<file path="config.mk">
export PLATFORM = sky130hd
export DESIGN_NAME = reader_pie_tx
export DESIGN_NICKNAME = d
export VERILOG_FILES = /design/src/rtl/reader_pie_tx.sv
export SDC_FILE = /design/constraint.sdc
export NUM_CORES = 1
export LEC_CHECK = 0
export CAP_MARGIN = 20
export CORE_AREA = 2 2 81 83
export CTS_BUF_LIST = sky130_fd_sc_hd__clkbuf_2
export DETAILED_ROUTE_END_ITERATION = 16
export DIE_AREA = 0 0 83 85
export PLACE_DENSITY = 0.77
export SLEW_MARGIN = 10
export SYNTH_ARGS = -nofsm -noshare
export SYNTH_HDL_FRONTEND = slang
export SYNTH_SLANG_ARGS = --single-unit
</file>
<file path="constraint.sdc">
create_clock -name clk -period 12.4 [get_ports clk]
set_input_delay 2.48 -clock clk [delete_from_list [all_inputs] [get_ports clk]]
set_output_delay 2.48 -clock clk [all_outputs]
set_load 0.02 [all_outputs]
</file>
<file path="src/rtl/reader_pie_tx.sv">
// reader_pie_tx: reader-side Gen2 PIE downlink transmitter.
// Emits delimiter, data-0, RTcal, optional TRcal, then the PIE-encoded payload
// (MSB first), pulling payload bits from an external source through dataclk.
// Optional feature: define PIE_TX_CRC16_EN to let docrc append an inverted CRC-16.
module reader_pie_tx #(
    parameter int DELIM_CYC = 25,
    parameter int TARI_CYC  = 25,
    parameter int PW_CYC    = 12,
    parameter int RTCAL_CYC = 63,
    parameter int TRCAL_CYC = 100
) (
    input  logic       clk,
    input  logic       reset,
    input  logic       start,
    input  logic       preamble,
    input  logic [6:0] nbits,
    input  logic       docrc,
    input  logic       databit,
    output logic       dataclk,
    output logic       pieout,
    output logic       busy,
    output logic       done
);

    typedef enum logic [2:0] {
        ST_IDLE  = 3'd0,
        ST_DELIM = 3'd1,
        ST_D0    = 3'd2,
        ST_RTCAL = 3'd3,
        ST_TRCAL = 3'd4,
        ST_DATA  = 3'd5,
        ST_CRC   = 3'd6,
        ST_DONE  = 3'd7
    } state_t;

    localparam logic [9:0] DELIM_L = 10'(DELIM_CYC);
    localparam logic [9:0] TARI_L  = 10'(TARI_CYC);
    localparam logic [9:0] PW_L    = 10'(PW_CYC);
    localparam logic [9:0] RTCAL_L = 10'(RTCAL_CYC);
    localparam logic [9:0] TRCAL_L = 10'(TRCAL_CYC);
    localparam logic [9:0] D1_L    = 10'(RTCAL_CYC - TARI_CYC);

    state_t     state_r, state_s, tail_state_s;
    logic [9:0] cnt_r, cnt_s;
    logic [9:0] len_r, len_s, len_cur_s, tail_len_s;
    logic [6:0] bitcnt_r, bitcnt_s;
    logic [6:0] nbits_r;
    logic       pre_r;
    logic       sym_end_s;
    logic       pieout_s;

`ifdef PIE_TX_CRC16_EN
    logic        crc_en_r;
    logic [15:0] crc_r, crc_s;

    // CRC-16/CCITT single-bit update, polynomial 0x1021
    function automatic logic [15:0] crc16_step(input logic [15:0] crc, input logic bit_in);
        logic fb;
        fb = crc[15] ^ bit_in;
        crc16_step = {crc[14:0], 1'b0} ^ (fb ? 16'h1021 : 16'h0000);
    endfunction
`else
    logic unused_docrc_s;
    assign unused_docrc_s = docrc;
`endif

    // Next-state, symbol counter and symbol length selection
    always_comb begin
        state_s  = state_r;
        cnt_s    = cnt_r + 10'd1;
        len_s    = len_r;
        bitcnt_s = bitcnt_r;
`ifdef PIE_TX_CRC16_EN
        crc_s    = crc_r;
        // the CRC register is final by the end of the last data symbol
        if (crc_en_r) begin
            tail_state_s = ST_CRC;
            tail_len_s   = crc_r[15] ? TARI_L : D1_L;
        end else begin
            tail_state_s = ST_DONE;
            tail_len_s   = len_r;
        end
`else
        tail_state_s = ST_DONE;
        tail_len_s   = len_r;
`endif
        // a data symbol's length is only known once databit is sampled in its first cycle
        if (state_r == ST_DATA && cnt_r == 10'd0) begin
            len_cur_s = databit ? D1_L : TARI_L;
        end else begin
            len_cur_s = len_r;
        end
        sym_end_s = (cnt_r == len_cur_s - 10'd1);

        case (state_r)
            ST_IDLE: begin
                cnt_s = 10'd0;
                if (start) begin
                    state_s  = ST_DELIM;
                    len_s    = DELIM_L;
                    bitcnt_s = 7'd0;
`ifdef PIE_TX_CRC16_EN
                    crc_s    = 16'hFFFF;
`endif
                end else begin
                    state_s = ST_IDLE;
                end
            end
            ST_DELIM: begin
                if (sym_end_s) begin
                    state_s = ST_D0;
                    cnt_s   = 10'd0;
                    len_s   = TARI_L;
                end else begin
                    state_s = ST_DELIM;
                end
            end
            ST_D0: begin
                if (sym_end_s) begin
                    state_s = ST_RTCAL;
                    cnt_s   = 10'd0;
                    len_s   = RTCAL_L;
                end else begin
                    state_s = ST_D0;
                end
            end
            ST_RTCAL, ST_TRCAL: begin
                if (sym_end_s && state_r == ST_RTCAL && pre_r) begin
                    state_s = ST_TRCAL;
                    cnt_s   = 10'd0;
                    len_s   = TRCAL_L;
                end else if (sym_end_s) begin
                    cnt_s    = 10'd0;
                    bitcnt_s = 7'd0;
                    if (nbits_r != 7'd0) begin
                        state_s = ST_DATA;
                        len_s   = TARI_L;
                    end else begin
                        state_s = tail_state_s;
                        len_s   = tail_len_s;
                    end
                end else begin
                    state_s = state_r;
                end
            end
            ST_DATA: begin
                len_s = len_cur_s;
`ifdef PIE_TX_CRC16_EN
                if (cnt_r == 10'd0) begin
                    crc_s = crc16_step(crc_r, databit);
                end else begin
                    crc_s = crc_r;
                end
`endif
                if (sym_end_s) begin
                    cnt_s = 10'd0;
                    if (bitcnt_r + 7'd1 == nbits_r) begin
                        bitcnt_s = 7'd0;
                        state_s  = tail_state_s;
                        len_s    = tail_len_s;
                    end else begin
                        bitcnt_s = bitcnt_r + 7'd1;
                        state_s  = ST_DATA;
                    end
                end else begin
                    state_s = ST_DATA;
                end
            end
`ifdef PIE_TX_CRC16_EN
            ST_CRC: begin
                if (sym_end_s) begin
                    cnt_s = 10'd0;
                    crc_s = {crc_r[14:0], 1'b1};
                    if (bitcnt_r == 7'd15) begin
                        state_s = ST_DONE;
                    end else begin
                        bitcnt_s = bitcnt_r + 7'd1;
                        len_s    = crc_r[14] ? TARI_L : D1_L;
                        state_s  = ST_CRC;
                    end
                end else begin
                    state_s = ST_CRC;
                end
            end
`endif
            ST_DONE: begin
                state_s = ST_IDLE;
                cnt_s   = 10'd0;
            end
            default: begin
                state_s = ST_IDLE;
                cnt_s   = 10'd0;
            end
        endcase

        // envelope for the upcoming cycle: high phase then PW_CYC low at symbol end
        case (state_s)
            ST_IDLE, ST_DONE: pieout_s = 1'b1;
            ST_DELIM:         pieout_s = 1'b0;
            default:          pieout_s = (cnt_s < len_s - PW_L);
        endcase
    end

    // FSM state, counters, captured frame options and registered outputs
    always_ff @(posedge clk or negedge reset) begin
        if (!reset) begin
            state_r  <= ST_IDLE;
            cnt_r    <= 10'd0;
            len_r    <= 10'd0;
            bitcnt_r <= 7'd0;
            nbits_r  <= 7'd0;
            pre_r    <= 1'b0;
            pieout   <= 1'b1;
            busy     <= 1'b0;
            done     <= 1'b0;
            dataclk  <= 1'b0;
        end else begin
            state_r  <= state_s;
            cnt_r    <= cnt_s;
            len_r    <= len_s;
            bitcnt_r <= bitcnt_s;
            if (state_r == ST_IDLE && start) begin
                nbits_r <= nbits;
                pre_r   <= preamble;
            end else begin
                nbits_r <= nbits_r;
                pre_r   <= pre_r;
            end
            pieout  <= pieout_s;
            busy    <= (state_s != ST_IDLE) && (state_s != ST_DONE);
            done    <= (state_s == ST_DONE);
            dataclk <= (state_s == ST_DATA) && (cnt_s == 10'd0);
        end
    end

`ifdef PIE_TX_CRC16_EN
    // CRC register and the CRC-enable captured at frame start
    always_ff @(posedge clk or negedge reset) begin
        if (!reset) begin
            crc_r    <= 16'hFFFF;
            crc_en_r <= 1'b0;
        end else begin
            crc_r <= crc_s;
            if (state_r == ST_IDLE && start) begin
                crc_en_r <= docrc;
            end else begin
                crc_en_r <= crc_en_r;
            end
        end
    end
`endif

endmodule
</file>
* Yosys cells after proc, flatten, opt, wreduce, memory -nomap -nowiden
Cells that the tools add are included.
** Storage, ports and cells
- Flip-flop bits (word level) :: 42
- Latch bits :: 0
- Bits in writable memories :: 0
- ROM bits :: 0
- Input bits :: 13
- Output and inout bits :: 4
- Word-level logic and storage cells :: 77
- Memories kept :: 0
** Cells by class
- $add $sub $neg :: 4
- $mul :: 0
- Div/mod/pow operators :: 0
- $lt $le $gt $ge :: 1
- Eq/ne operators :: 15
- Shifts and indexed selects :: 0
- Multiplexer cells :: 30
- Bitwise logic cells :: 0
- Reduce and logical (&&, ||, !) cells :: 17
** Operators by type and width (number)
- 2-to-1 mux 10 bit :: 11
- one-hot mux 10 bit (5 select lines) :: 1
- 2-to-1 mux 7 bit :: 5
- one-hot mux 7 bit (3 select lines) :: 1
- logical NOT 10 bit :: 2
- one-hot mux 10 bit (2 select lines) :: 1
- one-hot mux 3 bit (5 select lines) :: 1
- equality test 3 bit, second input constant :: 4
- adder 10 x 1 -> 10 bit, second input constant :: 1
- equality test 10 bit :: 1
- less-than comparator 10 bit :: 1
- subtractor 10 x 1 -> 10 bit, second input constant :: 1
- subtractor 10 x 4 -> 10 bit, second input constant :: 1
- 2-to-1 mux 3 bit :: 3
- inequality test 2 bit, second input constant :: 4
- adder 7 x 1 -> 7 bit, second input constant :: 1
- equality test 7 bit :: 1
- nonzero test 7 bit :: 1
- equality test 3 x 1 -> 1 bit, second input constant :: 2
- equality test 3 x 2 -> 1 bit, second input constant :: 2
- logical AND 1 bit :: 6
- logical NOT 3 bit :: 2
- 2-to-1 mux 2 bit :: 3
- 2-to-1 mux 6 bit :: 1
- other kinds (7) :: 10

* Longest topological paths before layout
Gate-level depths: netlist of the first run.
- Depth after elaboration :: 12
- Depth in mapped cells :: 32
- Mapped depth without buffers :: 29

* Worst setup path before layout of the first run
No wires, ideal clock.
- Path type :: input-to-reg
- Start point :: input port databit
- End point :: register pieout
- Library setup time :: 0.077 ns
- Arrival :: 6.840 ns
- Required time :: 12.323 ns
- Path slack :: 5.482 ns
- Stages on the path :: 26
- Buffers on the path :: 1
- Cells stage by stage :: nand4_1 > a21boi_0 > ha_1 > nor3b_1 > o221ai_1 > nand2b_1 > a221oi_1 > o2111ai_2 > nor2_2 > buf_6 > a211oi_1 > o32ai_1 > inv_1 > ha_1 > inv_1 > ha_1 > a21o_1 > a21oi_1 > nor2b_1 > o21ai_0 > nand2b_1 > a21oi_1 > nor2_1 > a211oi_1 > o211ai_1 > a31oi_1
** Between the ends
- Word-level cells in the longest chain between the ends :: 11
- Elaborated cells between the ends (all ways) :: 29
- Classes of those cells :: add/sub: 2; order compare: 1; eq/ne: 3; mux: 19; reduce/logical: 4
** RTL lines
- start: declaration :: RTL line 18 : input logic databit,
- 2-to-1 mux 6 bit (*) :: RTL line 89 : len_cur_s = databit ? D1_L : TARI_L;
- 2-to-1 mux 10 bit (*) :: RTL line 88 : if (state_r == ST_DATA && cnt_r == 10'd0) begin
- subtractor 10 x 1 -> 10 bit :: RTL line 93 : sym_end_s = (cnt_r == len_cur_s - 10'd1);
- equality test 10 bit :: RTL line 93
- logical AND 1 bit (2 in a row) :: RTL line 128 : if (sym_end_s && state_r == ST_RTCAL && pre_r) begin
- 2-to-1 mux 10 bit :: RTL line 128
- one-hot mux 10 bit (5 select lines) (*) :: RTL line 95 : case (state_r)
- net len_s[2] :: RTL line 45 : logic [9:0] len_r, len_s, len_cur_s, tail_len_s;
- subtractor 10 x 4 -> 10 bit (*) :: RTL line 200 : default: pieout_s = (cnt_s < len_s - PW_L);
- less-than comparator 10 bit (*) :: RTL line 200
- one-hot mux 1 bit (2 select lines) (*) :: RTL line 197 : case (state_s)
- net pieout_s :: RTL line 50 : logic pieout_s;
- end signal: assignment :: RTL line 229 : pieout <= pieout_s;
- end: declaration :: RTL line 20 : output logic pieout,
Mark *: on every way through the listed nets, which the timed path passes. The rest lies on a longest branch.
A chain may end at the register's enable or synchronous reset.

* Worst setup path in the final report of the first run
Same ends and word-level chain as after synthesis.

==> metrics.md, run 1 <==
| Metric | Value |
|---|---|
| Vias in the first global route | 3093 |
| Nets@finish | approximately 450 |
| Router iterations before antenna repair | 5 |
| Crit path to | pieout |
| Place WS | 3710 ps |
| Clock buffer depth | 2 |
| Async SR Flop Fraction | between 90% and 100% |
| Pin count of the biggest net entering global routing | 43 |
| Syn nets | 449 |
| Commonest non-fill, non-tap cell in the layout | nor2_1 |
| CP max FO | 12 |
| Synth unique cells | 76 |
| Max-slew violations | 0 |
| Clk slew on worst S/H paths | approximately 250 ps |
| Sum of negative setup slack | 0 ps |
| CTS buffer count | 5 |
| CTS tree | built |
| Crit path from | databit |
| Mapped cell area | 3570 µm² |
| Final global-route overflow total | 0 |
| Peak supply drop | 49.5 µV |
| Final HPWL DP | 6790 µm |
| Die area | 7060 µm² |
| # hold bufs at CTS | 0 |
| Vias | 3213 |
| Routability cong. | ~0.99 |
| Vias per Instance | about 6.5 |
| Fillers | 547 |
| Setup CP Type | input port to flop |
| Max Cap Viol | 0 |
| Setup crit start kind | input port |
| I/O pins | 17 |
| H-tree Lvls | 2 |
| WL/cell | 18.2 µm |
| #FFs+latches synth | 42 |
| Clock Skew | 30.8 ps |
| Clock latency on the worst-skew pair | 410 ps |
| DR DRC count | 0 |
| Most used DFF post-synth | dfrtp_1 |
| First-pass GRT wire length | 14900 µm |
| Synthesis Warnings | 0 |
| DRT antenna net count | 0 |
| Post-CTS sizing | 0 |
| Relative slew slack | 37.1% |
| Core ar. | 6200 µm² |
| Post-CTS setup buffers | 0 |
| Share of cells above drive strength 1 | 10.5% |
| Die Y-Extent | 85 µm |
| RR Endpoint | pieout |
| Fmax | around 120 MHz |
| Post-synth EDFFs | 0 |
| RSZ-0062 raised after global routing | no |
| DIE WIDTH | a little over 80 µm |
| DR iter-0 viols | 307 |
| Critical path data arrival time | 8670 ps |
| Status | finished, final reports clean |
| Reg2reg path depth | 26 |
| Total wire length | 9060 µm |
| RR Startpoint | state_r[0] |
| # port buffers | 15 |
| Final setup viols | 0 |
| Synthesized area per cell | 8.46 µm² |
| Clk sink count | 42 |
| Final min period | 8300 ps |
| Reg2reg setup slack | 4820 ps |
| Initial antenna violation count | 0 |
| Worst path required time | between 10000 and 15000 ps |
| Core Rows | 29 |
| Hold crit path type | flop to flop |
| Synth-to-layout area growth | 4.91% |
| Final worst setup slack | 4100 ps |
| Least-Margin Pin Slew | 944 ps |
| Total GRT Usage | a little over a quarter |
| Cells after synthesis | 422 |
| Crit end category | flop |
| Period utilization | 67.0% |
| PwrDens | 64.6 nW/µm² |
| Root Buffer | clkbuf_2 |
| Register area share after synthesis | slightly below 30% |
| Hold Violations, Final | 0 |
| Pleak | between 1.5 and 2 nW |
| Most frequent cells in the layout | nor2_1, dfrtp_1, nand2_1, o21ai_0, xnor2_1 |
| ANT cells | 0 |
| Starting Density | a little under three fifths |
==> cell families after synthesis <==
logic type	count (synthesis)	synth area share, %
compound gates	108	21.2
mux	11	3.58
simple gates	170	26.7
fa+ha+maj	14	4.91
buf+inv	44	6.10
flops	42	29.5
xor+xnor	33	8.10
==> state kept, by name (all words and copies together), names as in the netlist <==
name,flops
cnt_r,10
len_r,10
bitcnt_r,7
nbits_r,7
state_r,3
busy,1
dataclk,1
done,1
pieout,1
pre_r,1
==> worst min path at each step <==
stage / cells past startpoint / slack (ps) / end / start
detailed placement: 1 / 520 / bitcnt_r[5] / bitcnt_r[5]
global placement: 1 / 510 / bitcnt_r[5] / bitcnt_r[5]
CTS: 1 / 550 / bitcnt_r[5] / bitcnt_r[5]
floorplan: 1 / 480 / bitcnt_r[5] / bitcnt_r[5]
global route: 1 / 580 / bitcnt_r[5] / bitcnt_r[5]
finish: 1 / 540 / bitcnt_r[5] / bitcnt_r[5]
==> critical path, cell delays in order <==
cell and delay, ps:
clkdlybuf4s50_1 490, nand4_1 230, a21boi_0 300, ha_1 270
nor3b_1 310, o221ai_1 190, nand2b_1 180, a221oi_1 390
o2111ai_2 310, nor2_2 480, a211oi_1 140, o32ai_1 500
inv_1 180, ha_1 310, inv_1 40, ha_1 290
a21o_1 180, a21oi_1 150, nor2b_1 60, o21ai_0 150
nand2b_1 70, a21oi_1 150, nor2_1 70, a211oi_1 370
o211ai_1 160, a31oi_1 210
==> synthesized netlist by cell type, drive strengths merged (3+ instances only) <==
cell	instances	area [µm²]
nor2	48	183
dfrtp	41	1030
nand2	29	109
o21ai	24	120
xnor2	21	184
a21oi	20	104
inv	18	67.6
buf	17	116
nor3	17	108
a31oi	14	93.8
ha	14	175
xor2	12	105
and3	11	68.8
nand4	11	75.1
clkbuf	9	33.8
nand3	9	45.0
mux2	8	93.8
nand2b	8	50.1
nor4	7	73.8
nor2b	5	31.3
o211ai	5	37.5
o22ai	5	31.3
o31ai	5	37.5
or3	5	36.3
a221oi	4	41.3
and2	4	25.0
or2	4	27.5
and4	3	26.3
mux2i	3	33.8
nor4b	3	38.8
o21a	3	22.5
o221ai	3	26.3
==> report_power, final <==
part | internal (W) | leakage, nW | switching, W
registers | 0.000140 | 0.515 | 0.00000291
clock network | 0.0000345 | 0.0433 | 0.0000482
logic | 0.00000818 | 1.03 | 0.00000848
total | 0.000182 | 1.59 | 0.0000595
==> final cells by class <==
type	count	area (µm²)	area share [%]
multi-input cells	336	2300	61.4
well taps	77	96.3	2.57
clock buffers	5	25.0	0.668
repair buffers	17	160	4.28
inverters	18	67.6	1.80
flip-flops and latches	42	1050	28.1
clock inverters	3	43.8	1.17
==> metrics by stage <==
stage | utilization (%) | total power (W) | cell area [µm²] | cells | hold slack, ps
after floorplan | - | 0.000153 | 3570 | 422 | 481
after global placement | 59.2 | 0.000161 | 3680 | 490 | 514
after detailed placement | 59.2 | 0.000162 | 3680 | 490 | 523
after CTS | 60.4 | 0.000245 | 3740 | 498 | 546
after global routing | 60.4 | 0.000252 | 3740 | 498 | 576
final | 60.4 | 0.000242 | 3740 | 498 | 542
==> layer usage <==
layer / wire (µm) / GRT usage (%)
met5: 0 / 0
met4: 338 / 10.9
met3: 520 / 2.92
met2: 4130 / 42.8
met1: 4080 / 35.4
Power figures use the tool's default switching activity.
==> run 2, diff against run 1 <==
==> constraint.sdc (replaced) <==
create_clock -name clk -period 8.35 [get_ports clk]
set_input_delay 1.67 -clock clk [delete_from_list [all_inputs] [get_ports clk]]
set_output_delay 1.67 -clock clk [all_outputs]
set_load 0.02 [all_outputs]
==> run 2 against run 1 <==
  * Clock power up 5.9%
  * Routed wire length up 2.5%
  * Sequential power up 48%
  * Worst hold slack better by 4.2 ps
  * Die area unchanged
  * Total power up 34%
  * Critical path type unchanged
  * Critical endpoint unchanged
  * Largest cell class unchanged
==> metrics.md, run 2 (synthesis gave the netlist of run 1 again) <==
| Metric | Value |
|---|---|
| Placed cells | 492 (+0.41%) |
| CTS buffer count | 5 (unchanged) |
| Setup crit start kind | input port |
| Max-slew violations | 0 (unchanged) |
| Hold Slack | 546 ps (+4.15 ps) |
| Seq. cell area | 1050 µm² (unchanged) |
| Synth-to-layout area growth | 4.56% |
| Pin count of the biggest net entering global routing | 43 (unchanged) |
| Total GRT Usage | 27.0% (+0.90 points) |
| Vias in the first global route | 3124 (+1.0%) |
| Least-Margin Pin Slew | 924 ps (-19.7 ps) |
| Post-CTS sizing | 0 (unchanged) |
| Die Y-Extent | 85 µm (unchanged) |
| I/O pins | 17 (unchanged) |
| Initial antenna violation count | 0 (unchanged) |
| Core Rows | 29 (unchanged) |
| DIE WIDTH | 83 µm (unchanged) |
| Fillers | 571 (+4.4%) |
| Fmax | 135 MHz |
| Commonest non-fill, non-tap cell in the layout | nor2_1 |
| Most frequent cells in the layout | nor2_1, dfrtp_1, nand2_1, o21ai_0, xnor2_1 |
| Max Cap Viol | 0 (unchanged) |
| Vias per Instance | 6.45 (about the same) |
| DR DRC count | 0 (unchanged) |
| Post-CTS setup buffers | 0 (unchanged) |
| Die area | 7060 µm² (unchanged) |
| CP max FO | 5 (-7) |
| Hold Violations, Final | 0 (unchanged) |
| Starting Density | 57.5% (unchanged) |
| First-pass GRT wire length | 15500 µm (+3.6%) |
| Clock latency on the worst-skew pair | 410 ps (about the same) |
| Sum of negative setup slack | 0 ps (unchanged) |
| Hold crit path type | flop to flop |
| ANT cells | 0 (unchanged) |
| Largest regs | cnt_r: 10 flops, len_r: 10 flops |
| Critical path data arrival time | 7740 ps (-930 ps) |
| DRT antenna net count | 0 (unchanged) |
| Final setup viols | 0 (unchanged) |
| Pleak | 1.58 nW (-0.46%) |
| # port buffers | 15 (unchanged) |
| Routability cong. | 0.931 (-6.3%) |
| Vias | 3225 (+0.37%) |
| Peak supply drop | 77.0 µV (+55%) |
| Final HPWL DP | 7010 µm (+3.3%) |
| Nets@finish | 449 (+0.45%) |
| Filler-free cell count of the finished design | 500 (+0.40%) |
| # hold bufs at CTS | 0 (unchanged) |
| Core ar. | 6200 µm² (unchanged) |
| Crit end category | flop |
| PwrDens | 86.8 nW/µm² (+34%) |
| Final global-route overflow total | 0 (unchanged) |
| Place WS | 714 ps (-3000 ps) |
| Total wire length | 9290 µm (+2.5%) |
| Share of cells above drive strength 1 | 10.6% (+0.19 points) |
| Clk sink count | 42 (unchanged) |
| CTS tree | built |
| H-tree Lvls | 2 (unchanged) |
| Clock Skew | 20.8 ps (-10.1 ps) |
| Setup CP Type | input port to flop |
| Relative slew slack | 38.4% (+1.3 points) |
| Final min period | 7380 ps |
| Clk slew on worst S/H paths | 230 ps (-20 ps) |
| Final worst setup slack | 970 ps (-3130 ps) |
| DR iter-0 viols | 285 (-7.2%) |
| Router iterations before antenna repair | 5 (unchanged) |
| Worst path required time | 8710 ps (-4060 ps) |
| End-of-flow core utilization | 60.2% (-0.20 points) |
| WL/cell | 18.6 µm (+2.1%) |
| Period utilization | 88.4% |
| Root Buffer | clkbuf_2 |
| Multi-input logic area | 2300 µm² (unchanged) |
| RSZ-0062 raised after global routing | no |
| Status | finished, final reports clean |
| Clock buffer depth | 2 (unchanged) |
[run 2: changes by cell type in the layout (fill, tap and decap cells not counted), sizes merged]
| cell | change |
|---|---|
| bufinv | -1 |
| buf | +2 |
| inv | -1 |
| clkinv | +1 |
| clkinvlp | +1 |
[run 2: power breakdown]
group          leakage, nW  switching (W)  internal, W
combinational         1.04      0.0000124    0.0000121
clock               0.0264      0.0000685    0.0000191
sequential           0.515     0.00000423     0.000208
[run 2: worst paths after layout]
path | startpoint | to | slack (ps) | cells past startpoint
worst min register to register | bitcnt_r[5] | bitcnt_r[5] | 550 | 1
worst min-delay path | bitcnt_r[5] | bitcnt_r[5] | 550 | 1
worst max register to register | state_r[2] | pieout | 1020 | 26
worst max-delay path | databit | pieout | 970 | 26
max in group asynchronous | reset | cnt_r[1] | 6400 | 1
min in group asynchronous | reset | cnt_r[7] | 1370 | 1
[run 2: through the flow]
step                power, W  area (µm²)
detailed placement  0.000240        3690
CTS                 0.000329        3730
floorplan           0.000227        3570
global placement    0.000239        3690
finish              0.000324        3730
global route        0.000337        3730
[run 2: critical path: stages]
cell	delay (ps)
clkdlybuf4s50_1	500
nand4_1	240
a21boi_0	310
ha_1	270
nor3b_1	330
o221ai_1	200
nand2b_1	200
a221oi_1	400
o2111a_1	370
nand3_1	120
and3_1	230
o32ai_1	360
inv_1	160
ha_1	310
inv_1	40
ha_1	290
a21o_1	180
a21oi_1	130
nor2b_1	50
o21ai_0	150
nand2b_1	70
a21oi_1	150
nor2_1	70
a211oi_1	530
o211ai_1	200
a31oi_1	210
[run 2: layout make-up]
cell class / instances / share of cell area, %
Multi-Input combinational cell: 336 / 61.6
Sequential cell: 42 / 28.2
Timing Repair Buffer: 19 / 4.69
Tap cell: 77 / 2.58
Inverter: 18 / 1.81
Clock buffer: 5 / 0.670
Clock inverter: 3 / 0.436
[run 2: per-layer routing]
layer,global-route usage [%],routed length (µm)
met2,44.7,4320
met5,0,0
met3,2.63,432
met4,9.09,215
met1,37.4,4320
